[src/rtl/imem_loader_if.sv]
// Loader-side bus: byte-stream handshake, IMEM write port and load status.
// master = loader (imem_loader), slave = byte source / IMEM / status observer.
interface imem_loader_if #(
    parameter int ADDR_W = 8
);
    logic              LD_start;
    logic              LD_byte_valid;
    logic [7:0]        LD_byte;
    logic              LD_byte_ready;
    logic              IMEM_wr_en;
    logic [ADDR_W-1:0] IMEM_wr_addr;
    logic [31:0]       IMEM_wr_data;
    logic              CPU_hold;
    logic              LD_done;
    logic              LD_err;
    logic [7:0]        LD_words;

    modport master (
        input  LD_start, LD_byte_valid, LD_byte,
        output LD_byte_ready, IMEM_wr_en, IMEM_wr_addr, IMEM_wr_data,
               CPU_hold, LD_done, LD_err, LD_words
    );

    modport slave (
        output LD_start, LD_byte_valid, LD_byte,
        input  LD_byte_ready, IMEM_wr_en, IMEM_wr_addr, IMEM_wr_data,
               CPU_hold, LD_done, LD_err, LD_words
    );
endinterface

[src/rtl/imem_loader.sv]
// Instruction-memory loader: count byte N, then 4*N big-endian data bytes written as words.
// Optional trailing XOR checksum byte when LOADER_CHECKSUM_EN is defined.
//
// state   | meaning
// IDLE    | waiting for LD_start after reset
// COUNT   | accepting the word-count byte
// DATA    | accepting data bytes into the word shifter
// WRITE   | one-cycle IMEM write strobe
// CHECK   | accepting the checksum byte (LOADER_CHECKSUM_EN only)
// DONE    | image loaded, CPU released
// ERROR   | image rejected, CPU held
module imem_loader #(
    parameter int ADDR_W = 8,
    parameter int DEPTH  = 64
) (
    input  logic         SYS_clk,
    input  logic         SYS_reset_n,
    imem_loader_if.master ld
);
    localparam logic [2:0] S_IDLE  = 3'd0;
    localparam logic [2:0] S_COUNT = 3'd1;
    localparam logic [2:0] S_DATA  = 3'd2;
    localparam logic [2:0] S_WRITE = 3'd3;
    localparam logic [2:0] S_DONE  = 3'd4;
    localparam logic [2:0] S_ERROR = 3'd5;
`ifdef LOADER_CHECKSUM_EN
    localparam logic [2:0] S_CHECK = 3'd6;
`endif
    localparam logic [8:0] DEPTH_L = 9'(DEPTH);

    logic [2:0]        state_q, state_d;
    logic [7:0]        n_q, n_d;
    logic [23:0]       shift_q, shift_d;
    logic [1:0]        bcnt_q, bcnt_d;
    logic [7:0]        idx_q, idx_d;
    logic [ADDR_W-1:0] addr_q, addr_d;
    logic [31:0]       data_q, data_d;
    logic [7:0]        words_q, words_d;
    logic              ready;
    logic              accept;
    logic              last_word;
`ifdef LOADER_CHECKSUM_EN
    logic [7:0]        csum_q, csum_d;
    assign ready = (state_q == S_COUNT) || (state_q == S_DATA) || (state_q == S_CHECK);
`else
    assign ready = (state_q == S_COUNT) || (state_q == S_DATA);
`endif

    assign accept    = ready && ld.LD_byte_valid;
    assign last_word = (idx_q == n_q - 8'd1);

    always_comb begin
        state_d = state_q;
        n_d     = n_q;
        shift_d = shift_q;
        bcnt_d  = bcnt_q;
        idx_d   = idx_q;
        addr_d  = addr_q;
        data_d  = data_q;
        words_d = words_q;
`ifdef LOADER_CHECKSUM_EN
        csum_d  = csum_q;
`endif
        case (state_q)
            S_IDLE, S_DONE, S_ERROR: begin
                if (ld.LD_start) begin
                    state_d = S_COUNT;
                    words_d = 8'd0;
                    bcnt_d  = 2'd0;
                    idx_d   = 8'd0;
                end
            end
            S_COUNT: begin
                if (accept) begin
`ifdef LOADER_CHECKSUM_EN
                    csum_d = ld.LD_byte;
`endif
                    if ((ld.LD_byte == 8'd0) || ({1'b0, ld.LD_byte} > DEPTH_L)) begin
                        state_d = S_ERROR;
                    end else begin
                        n_d     = ld.LD_byte;
                        state_d = S_DATA;
                    end
                end
            end
            S_DATA: begin
                if (accept) begin
`ifdef LOADER_CHECKSUM_EN
                    csum_d = csum_q ^ ld.LD_byte;
`endif
                    shift_d = {shift_q[15:0], ld.LD_byte};
                    bcnt_d  = bcnt_q + 2'd1;
                    // Word and address are registered here so they are stable for the whole WRITE cycle.
                    if (bcnt_q == 2'd3) begin
                        data_d  = {shift_q, ld.LD_byte};
                        addr_d  = ADDR_W'({idx_q, 2'b00});
                        state_d = S_WRITE;
                    end
                end
            end
            S_WRITE: begin
                words_d = words_q + 8'd1;
                if (last_word) begin
`ifdef LOADER_CHECKSUM_EN
                    state_d = S_CHECK;
`else
                    state_d = S_DONE;
`endif
                end else begin
                    idx_d   = idx_q + 8'd1;
                    state_d = S_DATA;
                end
            end
`ifdef LOADER_CHECKSUM_EN
            S_CHECK: begin
                if (accept) begin
                    state_d = (ld.LD_byte == csum_q) ? S_DONE : S_ERROR;
                end
            end
`endif
            default: state_d = S_IDLE;
        endcase
    end

    always_ff @(posedge SYS_clk or negedge SYS_reset_n) begin
        if (!SYS_reset_n) begin
            state_q <= S_IDLE;
            n_q     <= 8'd0;
            shift_q <= 24'd0;
            bcnt_q  <= 2'd0;
            idx_q   <= 8'd0;
            addr_q  <= '0;
            data_q  <= 32'd0;
            words_q <= 8'd0;
`ifdef LOADER_CHECKSUM_EN
            csum_q  <= 8'd0;
`endif
        end else begin
            state_q <= state_d;
            n_q     <= n_d;
            shift_q <= shift_d;
            bcnt_q  <= bcnt_d;
            idx_q   <= idx_d;
            addr_q  <= addr_d;
            data_q  <= data_d;
            words_q <= words_d;
`ifdef LOADER_CHECKSUM_EN
            csum_q  <= csum_d;
`endif
        end
    end

    assign ld.LD_byte_ready = ready;
    assign ld.IMEM_wr_en    = (state_q == S_WRITE);
    assign ld.IMEM_wr_addr  = addr_q;
    assign ld.IMEM_wr_data  = data_q;
    assign ld.CPU_hold      = (state_q != S_DONE);
    assign ld.LD_done       = (state_q == S_DONE);
    assign ld.LD_err        = (state_q == S_ERROR);
    assign ld.LD_words      = words_q;
endmodule
[src/flat_wrapper.sv]
// flat-port wrapper written by rule: the top's interface ports become plain ports
module imem_loader_flat 
#(
    parameter int ADDR_W = 8,
    parameter int DEPTH  = 64
)
  (SYS_clk, SYS_reset_n, ld_LD_start, ld_LD_byte_valid, ld_LD_byte, ld_LD_byte_ready, ld_IMEM_wr_en, ld_IMEM_wr_addr, ld_IMEM_wr_data, ld_CPU_hold, ld_LD_done, ld_LD_err, ld_LD_words);
  imem_loader_if #(.ADDR_W(ADDR_W)) ld_i ();
  input  logic SYS_clk;
  input  logic SYS_reset_n;
  input wire logic [$bits(ld_i.LD_start)-1:0] ld_LD_start;
  input wire logic [$bits(ld_i.LD_byte_valid)-1:0] ld_LD_byte_valid;
  input wire logic [$bits(ld_i.LD_byte)-1:0] ld_LD_byte;
  output wire logic [$bits(ld_i.LD_byte_ready)-1:0] ld_LD_byte_ready;
  output wire logic [$bits(ld_i.IMEM_wr_en)-1:0] ld_IMEM_wr_en;
  output wire logic [$bits(ld_i.IMEM_wr_addr)-1:0] ld_IMEM_wr_addr;
  output wire logic [$bits(ld_i.IMEM_wr_data)-1:0] ld_IMEM_wr_data;
  output wire logic [$bits(ld_i.CPU_hold)-1:0] ld_CPU_hold;
  output wire logic [$bits(ld_i.LD_done)-1:0] ld_LD_done;
  output wire logic [$bits(ld_i.LD_err)-1:0] ld_LD_err;
  output wire logic [$bits(ld_i.LD_words)-1:0] ld_LD_words;
  assign ld_i.LD_start = ld_LD_start;
  assign ld_i.LD_byte_valid = ld_LD_byte_valid;
  assign ld_i.LD_byte = ld_LD_byte;
  assign ld_LD_byte_ready = ld_i.LD_byte_ready;
  assign ld_IMEM_wr_en = ld_i.IMEM_wr_en;
  assign ld_IMEM_wr_addr = ld_i.IMEM_wr_addr;
  assign ld_IMEM_wr_data = ld_i.IMEM_wr_data;
  assign ld_CPU_hold = ld_i.CPU_hold;
  assign ld_LD_done = ld_i.LD_done;
  assign ld_LD_err = ld_i.LD_err;
  assign ld_LD_words = ld_i.LD_words;
  imem_loader #(.ADDR_W(ADDR_W), .DEPTH(DEPTH)) u_core (.SYS_clk(SYS_clk), .SYS_reset_n(SYS_reset_n), .ld(ld_i));
endmodule
[config.mk]
export PLATFORM = sky130hd
export DESIGN_NAME = imem_loader_flat
export DESIGN_NICKNAME = d
export VERILOG_FILES = /design/src/rtl/imem_loader_if.sv /design/src/rtl/imem_loader.sv /design/src/flat_wrapper.sv
export SDC_FILE = /design/constraint.sdc
export NUM_CORES = 1
export LEC_CHECK = 0
export BUFFER_PORTS_ARGS = -buffer_cell sky130_fd_sc_hd__buf_2
export CORE_MARGIN = 3
export CORE_UTILIZATION = 45
export CTS_CLUSTER_DIAMETER = 120
export DETAILED_ROUTE_END_ITERATION = 12
export GPL_TIMING_DRIVEN = 0
export PLACE_DENSITY = 0.68
export SYNTH_ARGS = -nofsm -noshare
export SYNTH_HDL_FRONTEND = slang
export SYNTH_SLANG_ARGS = --single-unit
[constraint.sdc]
create_clock -name SYS_clk -period 2 [get_ports SYS_clk]
set_input_delay 0.1 -clock SYS_clk [delete_from_list [all_inputs] [get_ports SYS_clk]]
set_output_delay 0.1 -clock SYS_clk [all_outputs]
set_load 0.02 [all_outputs]
### Word level (Yosys, flattened, before mapping)

Index checks and enable logic that the tools add are counted.

| operators by class | value |
|---|---|
| $add $sub $neg | 4 |
| magnitude comparators | 1 |
| equal/unequal tests | 13 |
| mux-type cells | 14 |
| bitwise gates (word level) | 1 |
| reduce and logical (&&, ||, !) cells | 15 |

Operators with widths:

| kind | count |
|---|---|
| $pmux W8 S2 | 2 |
| $mux W3 | 6 |
| $add A8 B1 Y8 const B | 2 |
| $mux W8 | 2 |
| $pmux W3 S4 | 1 |
| $reduce_and A3 Y1 | 4 |
| $eq A8 B8 Y1 | 1 |
| $gt A8 B7 Y1 const B | 1 |
| $logic_not A8 Y1 | 1 |
| $sub A8 B1 Y8 const B | 1 |
| $eq A3 B2 Y1 const B | 2 |
| $eq A3 B3 Y1 const B | 2 |
| $ne A2 B2 Y1 const B | 3 |
| $mux W2 | 2 |
| $ne A2 B1 Y1 const B | 2 |
| $pmux W2 S2 | 1 |
| $reduce_and A2 Y1 | 2 |
| $reduce_and A4 Y1 | 1 |
| $reduce_bool A2 Y1 | 2 |
| $eq A3 B1 Y1 const B | 1 |
| $logic_not A3 Y1 | 1 |
| $ne A3 B3 Y1 const B | 1 |
| $reduce_or A3 Y1 | 1 |
| $add A2 B1 Y2 const B | 1 |
| other kinds (4) | 5 |

| word-level totals | value |
|---|---|
| bits in registers | 91 |
| input port bits | 12 |
| output and inout port bits | 53 |
| word-level logic and storage cells | 56 |

### Logic depth before layout (Yosys ltp)

Gate-level depths: netlist of the first run.

| depth | value |
|---|---|
| depth after elaboration | 5 |
| gate-level depth with buffers | 8 |
| depth with buffers taken out | 8 |

### Worst setup path after synthesis of the first run

No wires, ideal clock.

| timing path | value |
|---|---|
| path type | reg2reg |
| start | reg u_core.n_q[0] |
| end | reg u_core.idx_q[3] |
| setup time | 126 ps |
| arrival time | 1800 ps |
| data required time | 1874 ps |
| slack | 74 ps |
| stages on the path, launching flop included | 9 |
| buffers on the path | 0 |
| period minus slack after synthesis | 1926 ps |
| cell sequence | dfrtp_1 > inv_1 > ha_1 > nor3b_2 > xnor2_1 > mux2_1 > nand4_2 > nand4_1 > mux2i_1 |

| on the way | value |
|---|---|
| word-level cells in the longest chain between the ends | 4 |

Ends and longest elaborated chain:

| what | line | text |
|---|---|---|
| start: declaration | imem_loader.sv:32 | `logic [7:0] n_q, n_d;` |
| start signal: assignment | imem_loader.sv:140 | `n_q <= n_d;` |
| $sub A8 B1 Y8 | imem_loader.sv:50 | `assign last_word = (idx_q == n_q - 8'd1);` |
| $eq A8 B8 Y1 | imem_loader.sv:50 |  |
| $ne A2 B2 Y1 (no line) | -- |  |
| $reduce_and A3 Y1 (no line) | -- |  |
| end signal: assignment | imem_loader.sv:143 | `idx_q <= idx_d;` |
| end: declaration | imem_loader.sv:35 | `logic [7:0] idx_q, idx_d;` |

No other way between the ends.
A chain may end at the register's enable or synchronous reset.

### Final worst setup path of the first run

| timing path | value |
|---|---|
| start | reg u_core.n_q[1] |
| end | reg u_core.state_q[2] |

| on the way | value |
|---|---|
| word-level cells in the longest chain between the ends | 4 |

Ends and longest elaborated chain:

| what | line | text |
|---|---|---|
| $sub A8 B1 Y8 | imem_loader.sv:50 |  |
| $eq A8 B8 Y1 | imem_loader.sv:50 |  |
| $mux W3 | imem_loader.sv:103 | `if (last_word) begin` |
| $pmux W3 S4 | imem_loader.sv:64 | `case (state_q)` |
| end signal: assignment | imem_loader.sv:139 | `state_q <= state_d;` |
| end: declaration | imem_loader.sv:31 | `logic [2:0] state_q, state_d;` |

No other way between the ends.

==> metrics.cfg, run 1 <==
[layout]
drive_above_1_share=0.478
nets=414
num-fill-cells=707
finalInstanceArea_um2=4960
area_growth_pct=21.4
n_antenna_cell=0
postLayoutCoreUtil=0.566

[grt]
overflow=0
first_global_vias=2712
grt_antenna_before_repair=0
grt.total_usage=0.174
grt_pass1_wl_um=14000
grt_max_degree=55

[routing]
avgViaCountPerCell=5.39
drt_iter0_drc=116
routed_wl_um=8490
drc_errors=0
first_pass_iters=4
dr_total_vias=2747
wl_per_cell_um=16.6
ant_nets=0

[sta]
worstMarginPinSlew_ps=676
fin_crit_sh=1.04
hold_slack_ps=23.9
fmax_ghz=0.479
finClkSkew_ps=10.2
rsz0062_at_grt=yes
relSlewSlack=0.549
hold_viol=0
slew_viol_final=0
finalSetupViolations=4
fin_crit_ps=2090
worst_slack_ps=-88.8

[logic_synthesis]
yosysMostFrequentCell=dfrtp_1
syn-instance-count=310
synth_seq_area_share=0.557
yosys-top-cells-count=dfrtp_1, mux2_2, nand2_1
synth_area_per_cell_um2=13.2
synthTopCellsByArea=dfrtp_1, mux2_2, mux2_4
yosysWarnings=0
yosysUniqueCellTypes=46
synth_largest_area_cell=dfrtp_1
async_flop_share=1.00
synth_area_um2=4090
ys_dominant_reg_cell=dfrtp_1
synth_top_area_frac=0.557
yosys_register_bits=91
synth_edf_count=0

[power]
p_int_w=0.00373
leakage_nw=2.59
pwr-share-comb=0.330
totalPowerFinal_w=0.00575
powerDensity_nw_per_um2=1160
netSwitchingFraction=0.352
p_clk_frac=0.220
seq_power_share=0.450
power_switching_w=0.00202
peakVddDrop_mv=0.457

[setup_path]
path_cells=inv_2 > ha_4 > nor3b_4 > xnor2_2 > mux2_4 > nand4_1 > o21ai_0 > nor2b_1
critPathTopFamily=simple AND/OR/NAND/NOR gates
cp-end-kind=flop
cp_data_arrival_time_ps=2330
cpMaxStageDelayCell=dfrtp_1
cp_max_fo=4
crit_type=reg2reg
path_buf_inv=1
crit_path_max_incr_delay_ps=430
start_kind=flop
worstPathRequired_ps=2240

[cts]
path_clk_slew_ps=100
h-tree-depth=3
cts_buffers=9
clockBufferDepth=2
insertion_delay_ps=370
clockRootBuffer=clkbuf_8
cts_tree=built
cts_sinks=91

[die]
io_pins=65
die_h_um=101
initial_core_util=0.467
rows=34
core-area_um2=8760
dieArea_um2=10300
dieWidth_um=101

[status]
outcome=finished with violations
violations=negative setup slack

[place]
place_congestion=0.782
dp_slack_ps=-362
portBuffers=62
hpwl_um=5560
placed_cell_area_um2=4560

[hold_path]
hold_class=in2reg

[flow_run]
max_cap_violations=0

final timing paths:
| check | from | end | slack (ps) | cells after the start |
|---|---|---|---|---|
| min in group asynchronous | SYS_reset_n | u_core.ld.IMEM_wr_data[31] | 320 | 2 |
| max reg2reg | u_core.n_q[1] | u_core.state_q[2] | -90 | 8 |
| max | u_core.n_q[1] | u_core.state_q[2] | -90 | 8 |
| min | ld_LD_byte[1] | u_core.ld.IMEM_wr_data[1] | 20 | 2 |
| max in group asynchronous | SYS_reset_n | u_core.n_q[0] | 1020 | 3 |
| min reg2reg | u_core.ld.IMEM_wr_data[6] | u_core.ld.IMEM_wr_data[6] | 500 | 1 |
worst reg2reg max path, delay by kind of cell (launching register included):
kind / cells / cell delay, ps
buffers and inverters: 1 / 100
multiplexers: 1 / 340
flip-flops: 1 / 430
AND/OR/NAND/NOR: 3 / 680
AO/OA/AOI/OAI: 1 / 130
XOR/XNOR: 1 / 160
adder cells (fa/ha/maj): 1 / 140
through the flow:
stage,setup TNS [ps],cells
2_1_floorplan,0,311
3_3_place_gp,-9490,481
3_5_place_dp,-11430,482
4_1_cts,-156,506
5_1_grt,-1290,510
6_report,-275,510
state kept, by name, indices dropped and copies added (netlist names):
register,flops
u_core.bcnt_q,2
u_core.idx_q,8
u_core.ld.IMEM_wr_addr,6
u_core.ld.IMEM_wr_data,32
u_core.ld.LD_words,8
u_core.n_q,8
u_core.shift_q,24
u_core.state_q,3
logic make-up (layout without fill, tap and decap cells):
logic type,count (synthesis),after routing,share of synthesized area
simple gates,66,67,0.0933
fa+ha+maj,4,4,0.0122
xor+xnor,11,11,0.0236
compound gates,33,33,0.0511
mux,77,77,0.228
other cells,1,2,0.000917
flops,91,91,0.557
buf+inv,27,117,0.0337
metal layers:
metal | track usage | routed length [um] | vias up
li1 | - | - | 1287
met1 | 0.248 | 3880 | 1391
met2 | 0.270 | 4130 | 62
met3 | 0.0324 | 385 | 7
met4 | 0.0562 | 97 | 0
met5 | 0 | 0 | -
timing repair:
| action | 4_1_cts | 5_1_grt |
|---|---|---|
| hold endpoints to repair | 53 | 0 |
| setup buffers | 7 | 4 |
| hold buffers | 1 | 0 |
| pin swaps | 7 | 9 |
| endpoints found under the setup margin | 66 | 18 |
| gates resized for setup | 11 | 10 |
| cloned | 1 | 0 |
final cells by class:
type                    count  area (um^2)  share of cell area
flip-flops and latches     91         2280               0.459
plain buffers              14         91.3              0.0184
clock inverters             6         71.3              0.0144
clock buffers               9          124              0.0250
multi-input cells         194         1790               0.360
well taps                 108          135              0.0272
repair buffers             75          425              0.0857
inverters                  13         48.8             0.00983
power by group through the flow:
stage | clock [W] | sequential [W] | combinational (W)
2_1_floorplan | 0 | 0.00255 | 0.00111
3_3_place_gp | 0 | 0.00259 | 0.00142
3_5_place_dp | 0 | 0.00261 | 0.00147
4_1_cts | 0.00130 | 0.00257 | 0.00172
5_1_grt | 0.00137 | 0.00265 | 0.00207
6_report | 0.00127 | 0.00259 | 0.00190
cell usage in the layout (no fill, tap or decap), types with 5 or more instances in the layout:
| master | n |
|---|---|
| dfrtp_1 | 90 |
| buf_2 | 68 |
| mux2_2 | 49 |
| nand2_1 | 21 |
| mux2_4 | 21 |
| buf_4 | 15 |
| o21ai_0 | 12 |
| inv_1 | 10 |
| nand4_1 | 9 |
| xnor2_1 | 9 |
| clkbuf_8 | 9 |
| mux2i_1 | 7 |
| nand3_1 | 6 |
| and3_1 | 5 |
(Power assumes the default switching activity.)
==> inputs of run 2 (changes only) <==
--- a/config.mk
+++ b/config.mk
@@ -12,6 +12,7 @@
 export DETAILED_ROUTE_END_ITERATION = 12
 export GPL_TIMING_DRIVEN = 0
 export PLACE_DENSITY = 0.68
+export SETUP_SLACK_MARGIN = 0.4
 export SYNTH_ARGS = -nofsm -noshare
 export SYNTH_HDL_FRONTEND = slang
 export SYNTH_SLANG_ARGS = --single-unit
==> run 2 against run 1 <==
Net effect:
- cell count rose by 4.5%
- the run now ends clean
- critical path depth did not move
- critical path type unchanged
- first-iteration DRC count rose by 16%
==> metrics.cfg, run 2 (synthesized netlist as in run 1, its figures left out) <==
[routing]
ant_nets=0  ; unchanged
wl_per_cell_um=18.2  ; +9.4%
dr_total_vias=2894  ; +5.4%
drt_iter0_drc=134  ; +16%
routed_wl_um=9710  ; +14%
drc_errors=0  ; unchanged
avgViaCountPerCell=5.43  ; +0.81%
first_pass_iters=4  ; unchanged

[layout]
multi_input_area_um2=1990  ; +12%
num-fill-cells=651  ; -7.9%
layout_commonest_cell=dfrtp_1
register_area_um2=2280  ; about the same
largest_register_ffs=32  ; unchanged
drive_above_1_share=0.527  ; +0.0494
area_growth_pct=38.3
nets=436  ; +5.3%
fin_cells=533  ; +4.5%
n_antenna_cell=0  ; unchanged
final_cell_mix=dfrtp_1, mux2_4, buf_2, nand2_1, buf_4

[power]
leakage_nw=2.93  ; +13%
peakVddDrop_mv=0.484  ; +5.9%
powerDensity_nw_per_um2=1170  ; +0.90%

[cts]
clockRootBuffer=clkbuf_8
clockBufferDepth=2  ; unchanged
h-tree-depth=3  ; unchanged
path_clk_slew_ps=90  ; about the same
cts_buffers=9  ; unchanged
cts_sinks=91  ; unchanged
insertion_delay_ps=360  ; about the same
cts_tree=built

[sta]
slew_viol_final=0  ; unchanged
fin_crit_sh=0.998  ; -0.0461
finalSetupViolations=0  ; -4
hold_viol=0  ; unchanged
worst_slack_ps=3.51  ; +92.3 ps
finClkSkew_ps=9.92  ; -0.291 ps
fmax_ghz=0.501  ; +4.6%
rsz0062_at_grt=yes
fin_crit_ps=2000  ; -92.3 ps

[flow_run]
max_cap_violations=0  ; unchanged

[die]
die_h_um=101  ; unchanged
initial_core_util=0.467  ; unchanged
io_pins=65  ; unchanged
core-area_um2=8760  ; unchanged
dieWidth_um=101  ; unchanged
dieArea_um2=10300  ; unchanged
rows=34  ; unchanged

[setup_path]
cpMaxStageDelayCell=dfrtp_2
path_buf_inv=2  ; +1
cp_data_arrival_time_ps=2250  ; -80 ps
crit_type=reg2reg
crit_path_max_incr_delay_ps=440  ; about the same
critPathTopFamily=simple AND/OR/NAND/NOR gates
cp-end-kind=flop
worstPathRequired_ps=2250  ; about the same
start_kind=flop
path_cells=buf_6 > nor4_4 > nand4_1 > a21oi_4 > nand4_4 > buf_4 > nand2_1 > a31oi_1
cp_max_fo=4  ; unchanged

[grt]
first_global_vias=2769  ; +2.1%
overflow=0  ; unchanged
grt_pass1_wl_um=14600  ; +4.4%
grt_max_degree=74  ; +35%
grt.total_usage=0.185  ; +0.0105
grt_antenna_before_repair=0  ; unchanged

[place]
placed_cells=482  ; unchanged
portBuffers=62  ; unchanged
hpwl_um=5740  ; +3.3%
place_congestion=0.758  ; -3.1%
dp_slack_ps=-189  ; +173 ps

[status]
outcome=finished clean

[hold_path]
hold_class=in2reg

==> run 2: metal layers <==
layer  track usage  vias up  share of wire
li1              -     1327              -
met1         0.258     1491           0.46
met2         0.292       61           0.50
met3        0.0448       15          0.034
met4        0.0460        0          0.011
met5             0        -              0
==> run 2: final cells by class <==
cell class | count | area share
clock buffers | 10 | 0.0226
clock inverters | 6 | 0.0170
inverters | 13 | 0.00951
well taps | 108 | 0.0239
repair buffers | 97 | 0.140
plain buffers | 14 | 0.0316
flip-flops and latches | 91 | 0.403
multi-input cells | 194 | 0.353
==> run 2: final timing paths <==
check	startpoint	endpoint	slack (ps)	cells past startpoint
max in group asynchronous	SYS_reset_n	u_core.idx_q[3]	1210	3
worst min-delay path	ld_LD_byte[4]	u_core.ld.IMEM_wr_data[4]	40	2
worst min register to register	u_core.idx_q[7]	u_core.idx_q[7]	500	1
min in group asynchronous	SYS_reset_n	u_core.ld.IMEM_wr_data[16]	140	2
worst max-delay path	u_core.n_q[1]	u_core.state_q[1]	4	8
worst max register to register	u_core.n_q[1]	u_core.state_q[1]	4	8
==> run 2: power by group <==
group          switching [W]  internal, W
Combinational        0.00118      0.00138
Clock               0.000693     0.000720
Sequential          0.000413      0.00223
==> run 2: worst register-to-register path: cells and delay by family, from the launching register on <==
| family | cells | cell delay [ps] |
|---|---|---|
| simple gates | 4 | 800 |
| flops | 1 | 440 |
| compound gates | 2 | 330 |
| buf+inv | 2 | 310 |
==> run 2: stage by stage <==
step	util	instance area [um^2]	power (W)	hold WS, ps	TNS [ps]
2_1_floorplan	-	4220	0.00387	-196	0
3_3_place_gp	0.532	4660	0.00422	370	-4160
3_5_place_dp	0.536	4690	0.00433	-2.86	-3960
4_1_cts	0.605	5300	0.00617	22.4	0
5_1_grt	0.645	5660	0.00696	41.2	-891
6_report	0.645	5660	0.00661	43.1	0
==> run 2: timing repair <==
| action | 4_1_cts | 5_1_grt |
|---|---|---|
| pin swaps | 14 | 6 |
| cloned | 4 | 2 |
| resized for setup | 41 | 60 |
| hold buffers | 3 | 1 |
| setup buffers | 14 | 11 |
| endpoints found under the hold margin | 95 | 3 |
| endpoints found under the setup margin | 93 | 86 |
==> inputs of run 3 (changes only) <==
--- a/config.mk
+++ b/config.mk
@@ -12,7 +12,7 @@
 export DETAILED_ROUTE_END_ITERATION = 12
 export GPL_TIMING_DRIVEN = 0
 export PLACE_DENSITY = 0.68
-export SETUP_SLACK_MARGIN = 0.4
+export SETUP_SLACK_MARGIN = 0.2
 export SYNTH_ARGS = -nofsm -noshare
 export SYNTH_HDL_FRONTEND = slang
 export SYNTH_SLANG_ARGS = --single-unit
==> run 3 against run 2 <==
Net effect:
- core utilization down 7.1 points
- via count down 5.4%
- largest cell class unchanged
- die area unchanged
- worst setup slack better by 54 ps
- sequential cell count unchanged
- clock power down 15%
- worst hold slack worse by 34 ps
- first-iteration DRC count down 37%
==> metrics.cfg, run 3 (synthesized netlist as in run 1, its figures left out) <==
[grt]
overflow=0  ; unchanged
grt.total_usage=0.167  ; -0.0177
first_global_vias=2629  ; -5.1%
grt_antenna_before_repair=0  ; unchanged
grt_pass1_wl_um=13500  ; -7.8%
grt_max_degree=52  ; -30%

[status]
outcome=finished clean

[sta]
hold_slack_ps=9.06  ; -34.0 ps
finalSetupViolations=0  ; unchanged
worstMarginPinSlew_ps=538
finClkSkew_ps=11.6  ; +1.64 ps
rsz0062_at_grt=yes
fmax_ghz=0.515  ; +2.8%
fin_crit_sh=0.971  ; -0.0270
hold_viol=0  ; unchanged
fin_crit_ps=1940  ; -54.0 ps
relSlewSlack=0.642
slew_viol_final=0  ; unchanged

[setup_path]
cp-end-kind=flop
reg2regPathDepth=8  ; unchanged
start_kind=flop
cp_data_arrival_time_ps=2180  ; -70 ps
worstPathRequired_ps=2240  ; about the same
path_cells=inv_2 > ha_4 > nor3b_4 > xnor2_2 > mux2_4 > nand4_4 > nand4_1 > mux2i_1
crit_type=reg2reg
cpMaxStageDelayCell=dfrtp_2
cp_max_fo=5  ; +1
crit_path_max_incr_delay_ps=430  ; about the same

[cts]
clockRootBuffer=clkbuf_8
clockBufferDepth=2  ; unchanged
path_clk_slew_ps=100  ; about the same
cts_sinks=91  ; unchanged
insertion_delay_ps=350  ; about the same
h-tree-depth=3  ; unchanged
cts_tree=built
cts_buffers=9  ; unchanged

[layout]
multi_input_area_um2=1850  ; -7.2%
n_antenna_cell=0  ; unchanged
final_cell_mix=dfrtp_1, buf_2, mux2_2, mux2_4, nand2_1
area_growth_pct=23.1
nets=411  ; -5.7%
largest_register_ffs=32  ; unchanged
drive_above_1_share=0.498  ; -0.0296
layout_commonest_cell=dfrtp_1
num-fill-cells=724  ; +11%
register_area_um2=2280  ; unchanged

[power]
p_int_w=0.00366  ; -15%
peakVddDrop_mv=0.497  ; +2.6%
seq_power_share=0.452  ; +0.053
netSwitchingFraction=0.359  ; +0.0134
leakage_nw=2.60  ; -11%
p_clk_frac=0.211  ; -0.003
pwr-share-comb=0.337  ; -0.050
power_switching_w=0.00205  ; -10%
totalPowerFinal_w=0.00571  ; -14%
powerDensity_nw_per_um2=1130  ; -3.0%

[die]
die_h_um=101  ; unchanged
core-area_um2=8760  ; unchanged
rows=34  ; unchanged
io_pins=65  ; unchanged
initial_core_util=0.467  ; unchanged
dieWidth_um=101  ; unchanged
dieArea_um2=10300  ; unchanged

[routing]
drt_iter0_drc=84  ; -37%
wl_per_cell_um=16.4  ; -10%
drc_errors=0  ; unchanged
first_pass_iters=6  ; +2
ant_nets=0  ; unchanged
dr_total_vias=2739  ; -5.4%
avgViaCountPerCell=5.39  ; -0.70%
routed_wl_um=8320  ; -14%

[hold_path]
hold_path_depth=2  ; unchanged
hold_class=in2reg

[place]
hpwl_um=5600  ; -2.5%
place_congestion=0.775  ; +2.2%
portBuffers=62  ; unchanged

[flow_run]
max_cap_violations=0  ; unchanged

run 3: cell type report:
cell class	count	share of cell area
flip-flops and latches	91	0.453
multi-input cells	194	0.368
repair buffers	72	0.0840
clock buffers	10	0.0273
well taps	108	0.0268
plain buffers	14	0.0214
clock inverters	6	0.0102
inverters	13	0.00969
run 3: per-stage QoR:
| stage | setup WS [ps] | TNS [ps] | cell area [um^2] | util | cells |
|---|---|---|---|---|---|
| 2_1_floorplan | 136 | 0 | 4130 | - | 311 |
| 3_3_place_gp | -179 | -4320 | 4570 | 0.522 | 481 |
| 3_5_place_dp | -235 | -6560 | 4600 | 0.525 | 482 |
| 4_1_cts | 35.5 | 0 | 4910 | 0.560 | 506 |
| 5_1_grt | -27.8 | -92.4 | 5030 | 0.575 | 508 |
| 6_report | 57.5 | 0 | 5030 | 0.575 | 508 |
run 3: what timing repair did:
item,4_1_cts,5_1_grt
gates resized for setup,8,27
endpoints found under the setup margin,76,51
pin swaps,6,9
hold buffers,1,0
gates cloned,1,0
buffers inserted,6,2
endpoints found under the hold margin,40,0
run 3: critical path, delay by kind of cell (launching register included):
kind | cells | cell delay, ps
simple gates | 3 | 550
mux | 2 | 490
flops | 1 | 430
xor+xnor | 1 | 160
fa+ha+maj | 1 | 130
buf+inv | 1 | 70
run 3: worst paths after layout:
| kind | startpoint | to | slack (ps) |
|---|---|---|---|
| worst min-delay path | ld_LD_byte[7] | u_core.shift_q[7] | 9 |
| min in group asynchronous | SYS_reset_n | u_core.ld.IMEM_wr_data[23] | 260 |
| worst max-delay path | u_core.n_q[0] | u_core.idx_q[5] | 60 |
| worst max register to register | u_core.n_q[0] | u_core.idx_q[5] | 60 |
| worst min register to register | u_core.ld.LD_words[7] | u_core.ld.LD_words[7] | 500 |
| max in group asynchronous | SYS_reset_n | u_core.n_q[1] | 1090 |
run 3: layer usage:
layer / up-vias / share of wire / track usage
met3: 10 / 0.034 / 0.0255
met5: - / 0 / 0
met2: 59 / 0.49 / 0.259
li1: 1281 / - / -
met4: 0 / 0.013 / 0.0603
met1: 1389 / 0.46 / 0.239
run 3: power groups by stage:
stage               registers (W)  logic (W)  clock network (W)
floorplan                 0.00256    0.00119                  0
global placement          0.00259    0.00150                  0
detailed placement        0.00261    0.00156                  0
CTS                       0.00256    0.00176            0.00123
global route              0.00265    0.00210            0.00132
finish                    0.00258    0.00193            0.00120
